--- config.mk ---
export PLATFORM = sky130hd
export DESIGN_NAME = mult_share_arb
export DESIGN_NICKNAME = d
export VERILOG_FILES = /design/src/rtl/mult_share_pkg.sv /design/src/rtl/mult_share_arb_rr_arbiter.sv /design/src/rtl/mult_share_arb.sv
export SDC_FILE = /design/constraint.sdc
export NUM_CORES = 1
export LEC_CHECK = 0
export ABC_AREA = 1
export BUFFER_PORTS_ARGS = -buffer_cell sky130_fd_sc_hd__buf_2
export CORE_MARGIN = 4
export CORE_UTILIZATION = 51
export DETAILED_ROUTE_END_ITERATION = 8
export PLACE_DENSITY = 0.88
export SLEW_MARGIN = 10
export SYNTH_ARGS = -nofsm -noshare
export SYNTH_HDL_FRONTEND = slang
export SYNTH_SLANG_ARGS = --single-unit
--- constraint.sdc ---
create_clock -name clk -period 3.55 [get_ports clk]
set_input_delay 0.1775 -clock clk [delete_from_list [all_inputs] [get_ports clk]]
set_output_delay 0.1775 -clock clk [all_outputs]
set_load 0.005 [all_outputs]
--- src/rtl/mult_share_pkg.sv ---
// Shared widths and the operand bundle that sits in front of the shared multiplier.
package mult_share_pkg;
  localparam int OPW   = 16;
  localparam int PRODW = 32;
  localparam int CNT_W = 16;

  typedef struct packed {
    logic [OPW-1:0] a;
    logic [OPW-1:0] b;
    logic           sgn;
  } mul_op_t;
endpackage

--- src/rtl/mult_share_arb_rr_arbiter.sv ---
// Combinational round-robin pick: search starts one past ptr and wraps; the pointer lives in the parent.
module rr_arbiter #(
  parameter int N  = 4,
  parameter int IW = $clog2(N)
) (
  input  logic [N-1:0]  req,
  input  logic [IW-1:0] ptr,
  input  logic          en,
  output logic [N-1:0]  gnt,
  output logic [IW-1:0] gnt_idx
);
  logic          found;
  logic [IW-1:0] sel;

  always_comb begin
    gnt     = '0;
    gnt_idx = '0;
    found   = 1'b0;
    sel     = '0;
    for (int i = 1; i <= N; i++) begin
      sel = IW'((int'(ptr) + i) % N);
      if (en && !found && req[sel]) begin
        found    = 1'b1;
        gnt[sel] = 1'b1;
        gnt_idx  = sel;
      end
    end
  end
endmodule

--- src/rtl/mult_share_arb.sv ---
// Two-stage sequencer sharing one combinational multiplier: S1 holds the granted operands,
// S2 captures the product and presents it on the tagged response channel.
module mult_share_arb
  import mult_share_pkg::*;
#(
  parameter int NUM_REQ = 4,
  parameter int ID_W    = $clog2(NUM_REQ)
) (
  input  logic                   clk,
  input  logic                   rst_n,
  input  logic [NUM_REQ-1:0]     req_valid,
  output logic [NUM_REQ-1:0]     req_ready,
  input  logic [NUM_REQ*OPW-1:0] req_a,
  input  logic [NUM_REQ*OPW-1:0] req_b,
  input  logic [NUM_REQ-1:0]     req_signed,
  output logic [OPW-1:0]         mul_a,
  output logic [OPW-1:0]         mul_b,
  output logic                   mul_signed,
  input  logic [PRODW-1:0]       mul_prod,
  input  logic                   mul_neg,
  input  logic                   mul_zero,
  output logic                   rsp_valid,
  input  logic                   rsp_ready,
  output logic [ID_W-1:0]        rsp_id,
  output logic [PRODW-1:0]       rsp_prod,
  output logic                   rsp_neg,
  output logic                   rsp_zero,
  output logic [CNT_W-1:0]       op_count
);
  // Handshakes: a transfer happens on a rising edge where valid && ready are both high.
  // Requesters hold valid and operands until accepted and never wait on ready to raise valid;
  // req_ready is combinational from req_valid. rsp_* are held stable while rsp_valid && !rsp_ready.
  logic               s1_valid;
  logic [ID_W-1:0]    s1_id;
  logic [ID_W-1:0]    rr_ptr;
  logic [ID_W-1:0]    gnt_idx;
  logic [NUM_REQ-1:0] gnt;
  mul_op_t            s1_op;
  mul_op_t            sel_op;
  logic               s2_load;
  logic               s1_free;
  logic               accept;

  assign s2_load = s1_valid && (!rsp_valid || rsp_ready);
  assign s1_free = !s1_valid || s2_load;

  // rst_n gates the grant so req_ready reads 0 while reset is held.
  rr_arbiter #(.N(NUM_REQ), .IW(ID_W)) u_arb (
    .req     (req_valid),
    .ptr     (rr_ptr),
    .en      (s1_free && rst_n),
    .gnt     (gnt),
    .gnt_idx (gnt_idx)
  );

  assign req_ready = gnt;
  assign accept    = |gnt;

  always_comb begin
    sel_op = '0;
    for (int i = 0; i < NUM_REQ; i++) begin
      if (gnt[i]) begin
        sel_op.a   = req_a[i*OPW +: OPW];
        sel_op.b   = req_b[i*OPW +: OPW];
        sel_op.sgn = req_signed[i];
      end
    end
  end

  // Operands hold their last value when S1 empties so the multiplier inputs do not toggle.
  always_ff @(posedge clk or negedge rst_n) begin
    if (!rst_n) begin
      s1_valid <= 1'b0;
      s1_id    <= '0;
      s1_op    <= '0;
      rr_ptr   <= ID_W'(NUM_REQ - 1);
    end else if (accept) begin
      s1_valid <= 1'b1;
      s1_id    <= gnt_idx;
      s1_op    <= sel_op;
      rr_ptr   <= gnt_idx;
    end else if (s1_free) begin
      s1_valid <= 1'b0;
    end
  end

  assign mul_a      = s1_op.a;
  assign mul_b      = s1_op.b;
  assign mul_signed = s1_op.sgn;

  always_ff @(posedge clk or negedge rst_n) begin
    if (!rst_n) begin
      rsp_valid <= 1'b0;
      rsp_id    <= '0;
      rsp_prod  <= '0;
      rsp_neg   <= 1'b0;
      rsp_zero  <= 1'b0;
    end else if (s2_load) begin
      rsp_valid <= 1'b1;
      rsp_id    <= s1_id;
      rsp_prod  <= mul_prod;
      rsp_neg   <= mul_neg;
      rsp_zero  <= mul_zero;
    end else if (rsp_valid && rsp_ready) begin
      rsp_valid <= 1'b0;
    end
  end

  always_ff @(posedge clk or negedge rst_n) begin
    if (!rst_n) begin
      op_count <= '0;
    end else if (rsp_valid && rsp_ready) begin
      op_count <= op_count + CNT_W'(1);
    end
  end
endmodule

# Word level (Yosys, flattened, before mapping)
# Cells that the tools add are included.
dict set report word_totals {
  word_cells 87
  regBits 91
  out_inout_bits 90
  input_bits 173
}
dict set report classes {
  n_bitwise 3
  magnitude_cmp 8
  reduce_logical 24
  addsub 5
  n_mux 35
}
# operator count
set ops {}
lappend ops {{2-to-1 mux 33 bit} 4}
lappend ops {{adder 16 x 1 -> 16 bit (second input constant)} 1}
lappend ops {{2-to-1 mux 4 bit} 4}
lappend ops {{2-to-1 mux 1 bit} 15}
lappend ops {{logical AND 1 bit} 14}
lappend ops {{less-than comparator 2 x 3 -> 1 bit (second input constant)} 4}
lappend ops {{OR 4 bit} 3}
lappend ops {{binary-select mux 1 bit (select 2 bit)} 4}
lappend ops {{demux 1 bit (select 2 bit)} 4}
lappend ops {{greater-or-equal comparator 2 x 1 -> 1 bit (second input constant)} 4}
lappend ops {{2-to-1 mux 2 bit} 4}
lappend ops {{zero test 1 bit} 5}
lappend ops {{adder 2 x 1 -> 2 bit (second input constant)} 2}
lappend ops {{adder 2 bit (second input constant)} 2}
lappend ops {{nonzero test 2 bit} 2}
lappend ops {{OR reduction 4 bit} 1}
lappend ops {{logical OR 1 bit} 2}

# Longest topological paths before layout
# Gate-level depths: netlist of run 1.
dict set report depth {
  word_depth 23
  ltp_mapped 17
  ltp_nobuf 16
}

# By module
# A second synthesis of run 1 with hierarchy kept.
dict set report unflattened {
  hier_cells 578
  hier_area_um2 4978.5
}
# module cells_per_inst n_inst seq_area_each_um2 area_each_um2
set modules_own_cells {}
lappend modules_own_cells {mult_share_arb 496 1 2279.7 4494.3}
lappend modules_own_cells {rr_arbiter 82 1 0.0 484.2}

# Worst setup path after synthesis of run 1
# No wires, ideal clock.
dict set report synth_path {
  kind {reg-to-reg}
  from {register rr_ptr[0]}
  to {register s1_op, in the netlist mul_a[10]}
  t_required_ns 3.434
  period_less_slack_ns 2.374
  path_stages_with_launch 17
  setup_time_ns 0.116
  arrival_time_ns 2.258
  slack_ns 1.176
  n_path_buf 2
  cell_sequence {dfstp_2 inv_2 ha_1 inv_1 nand3_1 nand2_2 nor2_2 clkinv_1 nor2_1 nor2_1 nand3_2 buf_6 buf_6 a21oi_1 nand2_1 nand2_1 nand2_1}
}
dict set report synth_via {
  elab_cells_between_ends 57
  classes_between {add/sub: 4; order compare: 8; mux: 27; bitwise: 3; reduce/logical: 15}
}
# item line_no
set synth_lines {}
lappend synth_lines {{start, declared} mult_share_arb.sv:35} ;# logic [ID_W-1:0] rr_ptr;
lappend synth_lines {{start signal, assigned} mult_share_arb.sv:76} ;# rr_ptr <= ID_W'(NUM_REQ - 1);
lappend synth_lines {{start signal, assigned} mult_share_arb.sv:81} ;# rr_ptr <= gnt_idx;
lappend synth_lines {{branches (longest 16 deep; another with less-than comparator 2 x 3 -> 1 bit)} -}
lappend synth_lines {{2-to-1 mux 4 bit (*)} mult_share_arb_rr_arbiter.sv:22} ;# if (en && !found && req[sel]) begin
lappend synth_lines {{via req_ready[2]} mult_share_arb.sv:12} ;# output logic [NUM_REQ-1:0] req_ready,
lappend synth_lines {{2-to-1 mux 33 bit (2 in a row)} mult_share_arb.sv:62} ;# if (gnt[i]) begin
lappend synth_lines {{end signal, assigned} mult_share_arb.sv:80} ;# s1_op <= sel_op;
lappend synth_lines {{end, declared} mult_share_arb.sv:38} ;# mul_op_t s1_op;
# Mark *: on every way through the listed nets, which the timed path passes. The select of a mux whose other input is x is not followed.
# A chain may end at the register's enable or synchronous reset.

# Worst setup path after layout of run 1
dict set report layout_path {
  from {register rr_ptr[1]}
  to {output port req_ready[2]}
}
dict set report layout_via {
  elab_chain_cells 17
  elab_cells_between_ends 52
  classes_between {add/sub: 4; order compare: 8; mux: 23; bitwise: 3; reduce/logical: 14}
}
# item line_no
set layout_rtl {}
lappend layout_rtl {{branches (longest 16 deep; another with less-than comparator 2 x 3 -> 1 bit)} -}
lappend layout_rtl {{2-to-1 mux 4 bit (*)} mult_share_arb_rr_arbiter.sv:22}
lappend layout_rtl {{end, declared} mult_share_arb.sv:12}
# Mark *: on every way between the ends. The select of a mux whose other input is x is not followed.

==> flow_metrics.py, run 1 <==
metrics = {
    "outcome": {
        "status": "finished, final reports clean",
    },
    "grt": {
        "grt_use_total_pct": 26.7,
        "grt_start_max_net_pins": 68,
        "grt_pass1_wl_mm": 26.9,
        "antenna_found_initial": 0,
        "gr-total-overflow": 0,
        "grt_pass1_vias": 5390,
    },
    "timing": {
        "post-route-period-util_pct": 94.2,
        "slew_viol_final": 0,
        "final_hold_viol_count": 0,
        "setup-tns-final_ps": 0,
        "rsz0062_at_grt": "false",
        "fin_crit_ps": 3340,
        "fin_ws_ps": 206,
        "setup_viol": 0,
        "fin_skew_ps": 12.1,
        "tightest_slew_ps": 827,
        "hold_slack_ps": 29.0,
        "fmax_mhz": 299,
        "relSlewSlack_pct": 44.9,
    },
    "critical_path": {
        "critPathRequiredTime_ps": 3370,
        "cp.arrival_ps": 3170,
        "max_stage_delay_ps": 630,
        "critPathMaxFanout": 67,
        "path_cells": "inv_1 -> ha_1 -> inv_1 -> nand3_1 -> nand2_2 -> nor2_2 -> clkinv_1 -> nor2_1 -> nor2_1 -> nand3_2 -> buf_4 -> buf_2",
        "cp-end-kind": "output port",
        "reg2regPathDepth": 16,
        "cp_slowest_cell": "dfstp_2",
        "cp-start-kind": "flop",
        "criticalPathCategory": "reg -> out",
    },
    "floorplan": {
        "die_height_um": 111,
        "ios": 263,
        "die_w_um": 111,
        "row_count": 37,
        "core_area_um2": 10300,
        "start_util_pct": 52.3,
        "die_area_um2": 12300,
    },
    "yosys": {
        "yosysWarnings": 0,
        "synth_edf_count": 0,
        "netlist_instances": 710,
        "asyncSetResetFlopFracSynth_pct": 100,
        "ys_seq_area_share_pct": 42.4,
        "ys_ff_latch": 91,
        "synth.cell_area_um2": 5380,
        "synth-main-ff-cell": "dfrtp_1",
        "avgSynthCellArea_um2": 7.58,
        "syn_nets": 892,
        "yosysUniqueCellTypes": 32,
    },
    "detailed_routing": {
        "routedWlPerCell_um": 15.1,
        "viasPerCell": 5.03,
        "drtPass1Iterations": 5,
        "vias": 5549,
        "wirelength_mm": 16.6,
        "remaining_drc_errors": 0,
        "ant_nets": 0,
        "drt_iter0_markers": 397,
    },
    "clock_network": {
        "clock-sinks": 91,
        "h-tree-depth": 3,
        "clockBufferDepth": 2,
        "cts-buffers-inserted": 9,
        "clkSlewWorstSetupHoldPaths_ps": 100,
        "cts_tree": "yes",
        "clkLatencyLatePin_ps": 360,
        "cts_root_buf": "clkbuf_8",
    },
    "final_layout": {
        "diodes": 0,
        "area_delta_synth_final_pct": 29.5,
        "drive_gt1_share_pct": 35.8,
        "final_nets": 1145,
        "fillers": 883,
        "fin_area_um2": 6970,
        "seq_area_um2": 2280,
        "multi_input_area_um2": 2550,
    },
    "place": {
        "place_area_um2": 6780,
        "dp_hpwl_mm": 12.7,
        "gp_congestion": 0.868,
        "pre_cts_slack_ps": 572,
        "io_buffers": 262,
    },
    "power_and_ir_drop": {
        "powerDensity_nw_per_um2": 849,
        "vdd_ir_drop_max_v": 0.000433,
        "total_power_mw": 5.91,
        "p_leak_nw": 4.16,
    },
    "worst_hold_path": {
        "hp-class": "in -> reg",
        "min_path_cells": 2,
    },
    "job": {
        "maxCapViolCount": 0,
    },
}
-- report_power, final --
group	leakage, nW	total, mW	internal, mW	switching [mW]
logic	2.98	3.45	1.43	2.02
registers	1.09	1.81	1.54	0.272
clock network	0.0929	0.654	0.264	0.390
-- flip-flops by register name (all words and copies together) (netlist names) --
name / flops
rsp_prod: 32
mul_a: 16
mul_b: 16
op_count: 16
rr_ptr: 2
rsp_id: 2
s1_id: 2
mul_signed: 1
rsp_neg: 1
rsp_valid: 1
rsp_zero: 1
s1_valid: 1
-- through the flow --
step,instances,utilization (%)
floorplan,710,-
global placement,1087,66.0
detailed placement,1087,66.0
CTS,1104,67.8
global route,1104,67.8
finish,1104,67.8
-- area by class of cell --
| cell class | instances | share of cell area [%] |
|---|---|---|
| multi-input combinational | 492 | 36.6 |
| sequential | 91 | 32.7 |
| timing repair buffer | 275 | 20.7 |
| inverter | 94 | 5.07 |
| tap | 136 | 2.44 |
| clock buffer | 10 | 1.83 |
| clock inverter | 6 | 0.683 |
-- routing by layer --
metal	vias to the layer above	global-route usage [%]	wire length, um
li1	2716	-	-
met1	2550	32.6	6650
met2	257	47.0	8390
met3	26	5.62	1280
met4	0	8.21	317
met5	-	0	0
-- logic make-up (layout without fill, tap and decap cells) --
logic type	after synthesis	after routing	share of synthesized area, %
AO/OA/AOI/OAI	78	78	7.37
XOR/XNOR	14	14	2.28
adder cells (fa/ha/maj)	9	9	2.09
buffers and inverters	127	385	10.3
flip-flops	91	91	42.4
multiplexers	34	34	7.12
AND/OR/NAND/NOR	357	357	28.5
-- timing repair --
item | CTS | global route
resized for setup | 0 | 0
setup buffers | 0 | 0
hold buffers | 1 | 0
hold endpoints to repair | 24 | 0
-- cell usage in the layout, fill, tap and decap left out, drive strengths merged --
cell type / n
buf: 274
clkbuf: 10
ha: 9
nand3: 57
nor2: 21
xor2: 9
clkinv: 4
inv: 96
mux2: 34
o21ai: 8
xnor2: 5
o221ai: 1
a21o: 1
dlygate4sd3: 1
nand4: 1
and2: 1
nand2: 270
nor3b: 1
nor3: 6
dfrtp: 89
dfstp: 2
a21oi: 68
-- worst paths after layout --
check,start,slack [ps],to
worst max-delay path,rr_ptr[1],210,req_ready[2]
worst min-delay path,mul_prod[2],30,rsp_prod[2]
worst max register to register,rr_ptr[1],510,mul_a[13]
worst min register to register,op_count[10],500,op_count[10]
max in group asynchronous,rst_n,2140,rsp_prod[10]
min in group asynchronous,rst_n,270,rsp_prod[26]
-- cells in the mapped netlist, drive strengths merged, types with 6 or more instances --
library cell | number | area [um2]
mux2 | 34 | 383
a21oi | 68 | 340
xor2 | 9 | 78.8
buf | 30 | 188
dfrtp | 89 | 2230
nor3 | 6 | 30.0
o21ai | 8 | 40.0
ha | 9 | 113
inv | 93 | 349
nand3 | 57 | 323
nor2 | 21 | 118
nand2 | 270 | 1040
-- worst max-delay path: cells and delay by family (launching register included) --
family / cells / cell delay [ps]
AND/OR/NAND/NOR: 6 / 600
adder cells (fa/ha/maj): 1 / 350
flip-flops: 1 / 630
buffers and inverters: 5 / 1190
Power figures use the tool's default switching activity.
==> inputs of run 2 (changes only) <==
CORE_UTILIZATION = 52   (was 51)
CTS_BUF_LIST = sky130_fd_sc_hd__clkbuf_2 sky130_fd_sc_hd__clkbuf_4 sky130_fd_sc_hd__clkbuf_8   (was default)
PLACE_DENSITY = 0.9   (was 0.88)
==> run 2 against run 1 <==
  * Register-to-register slack gained 150 ps
  * Worst setup slack better by 230 ps
  * Critical path depth shrank 2
  * Global-route usage is 0.26 points lower
  * Count of clock-buffer cells in the layout increased by 1
  * Highest routed layer is now met5
  * Combinational power decreased by 2%
  * Design area about the same
==> flow_metrics.py, run 2 (same netlist as run 1, synthesis figures left out) <==
metrics = {
    "critical_path": {
        "critPathMaxFanout": 22,
        "r2r-start": "rr_ptr[0]",
        "cp-end-kind": "output port",
        "critPathLaunch": "rr_ptr[0]",
        "criticalPathCategory": "reg -> out",
        "critPathRequiredTime_ps": 3370,
        "cp.arrival_ps": 2930,
        "cp-start-kind": "flop",
    },
    "detailed_routing": {
        "wirelength_mm": 16.2,
        "viasPerCell": 4.99,
        "drt_iter0_markers": 258,
        "ant_nets": 0,
        "vias": 5492,
        "remaining_drc_errors": 0,
        "routedWlPerCell_um": 14.7,
        "drtPass1Iterations": 7,
    },
    "floorplan": {
        "die_area_um2": 12000,
        "core_area_um2": 9910,
        "die_height_um": 110,
        "row_count": 36,
        "start_util_pct": 54.3,
        "die_w_um": 110,
        "ios": 263,
    },
    "final_layout": {
        "fin_area_um2": 6970,
        "drive_gt1_share_pct": 36.0,
        "final_common_cell": "nand2_1",
        "fillers": 848,
        "seq_area_um2": 2280,
        "final_cell_mix": "nand2_1, buf_2, inv_1",
        "largest_reg_flops": 32,
        "final_nets": 1146,
        "multi_input_area_um2": 2550,
        "area_delta_synth_final_pct": 29.5,
        "diodes": 0,
        "largest_register": "rsp_prod",
    },
    "clock_network": {
        "cts_root_buf": "clkbuf_8",
        "clkSlewWorstSetupHoldPaths_ps": 100,
        "clockBufferDepth": 2,
        "cts-buffers-inserted": 9,
        "clkLatencyLatePin_ps": 360,
        "cts_tree": "yes",
        "clock-sinks": 91,
        "h-tree-depth": 3,
        "post_cts_buffers": 0,
    },
    "grt": {
        "grt_pass1_vias": 5117,
        "gr-total-overflow": 0,
        "antenna_found_initial": 1,
        "grt_use_total_pct": 26.4,
        "grt_start_max_net_pins": 75,
        "grt_pass1_wl_mm": 24.4,
    },
    "place": {
        "pre_cts_slack_ps": 688,
        "dp_hpwl_mm": 12.6,
        "io_buffers": 262,
        "place_area_um2": 6770,
        "gp_congestion": 0.879,
    },
    "timing": {
        "tightest_slew_ps": 921,
        "setup_viol": 0,
        "slew_viol_final": 0,
        "fin_ws_ps": 439,
        "setup-tns-final_ps": 0,
        "relSlewSlack_pct": 38.6,
        "fmax_mhz": 321,
        "fin_skew_ps": 17.3,
        "rsz0062_at_grt": "false",
        "final_hold_viol_count": 0,
        "post-route-period-util_pct": 87.6,
        "fin_crit_ps": 3110,
    },
    "power_and_ir_drop": {
        "powerDensity_nw_per_um2": 840,
        "total_power_mw": 5.85,
        "vdd_ir_drop_max_v": 0.000393,
        "p_leak_nw": 4.15,
    },
    "outcome": {
        "status": "finished, final reports clean",
    },
    "worst_hold_path": {
        "min_from": "mul_prod[31]",
        "hp-class": "in -> reg",
    },
    "job": {
        "maxCapViolCount": 0,
    },
}
## run 2: cell count changes in the layout (fill, tap and decap cells not counted)
cell,delta
buf_12,-1
inv_8,-1
clkinv_2,-2
clkbuf_1,-1
inv_6,-1
buf_4,+2
clkinvlp_4,+1
clkbuf_8,+2
clkinv_4,+1
## run 2: power by group
group / total (mW) / leakage (nW) / switching, mW / internal (mW)
logic: 3.37 / 2.97 / 1.96 / 1.42
registers: 1.82 / 1.09 / 0.278 / 1.54
clock network: 0.663 / 0.0920 / 0.368 / 0.294
total: 5.85 / 4.15 / 2.60 / 3.25
## run 2: final timing paths
path | endpoint | slack, ps | cells past startpoint
hold reg to reg | rsp_id[1] | 490 | 2
setup reg to reg | mul_b[2] | 660 | 16
max in group asynchronous | mul_b[4] | 2040 | 3
setup / recovery | req_ready[1] | 440 | 10
hold / removal | rsp_prod[31] | 40 | 2
min in group asynchronous | rsp_id[0] | 300 | 2
## run 2: repair_timing
| item | 4_1_cts | 5_1_grt |
|---|---|---|
| hold buffers | 1 | 0 |
| resized for setup | 0 | 0 |
| endpoints found under the hold margin | 17 | 0 |
## run 2: worst max-delay path: stages (launching register included)
cell,delay [ps]
dfstp_2,650
inv_2,130
ha_1,340
inv_1,120
nand3_1,90
and2_4,160
nor2_2,170
nand3_1,150
nand3_4,320
buf_4,290
buf_2,150
## run 2: per-stage QoR
step	util [%]	hold WS, ps	instances
after floorplan	-	-118	710
after global placement	68.3	63.8	1085
after detailed placement	68.3	67.5	1085
after CTS	70.3	25.0	1101
after global routing	70.3	30.6	1101
final	70.3	39.5	1101
## run 2: layer usage
layer	part of all wire (%)	track usage, %
met5	0.080	0
met4	1.7	9.08
met3	9.2	6.22
met2	52	48.3
met1	37	30.0
## run 2: area by class of cell
| class | instances | share of cell area (%) |
|---|---|---|
| multi-input cells | 492 | 36.6 |
| flip-flops and latches | 91 | 32.7 |
| repair buffers | 276 | 20.6 |
| inverters | 94 | 5.06 |
| well taps | 133 | 2.39 |
| clock buffers | 11 | 2.17 |
| clock inverters | 4 | 0.485 |
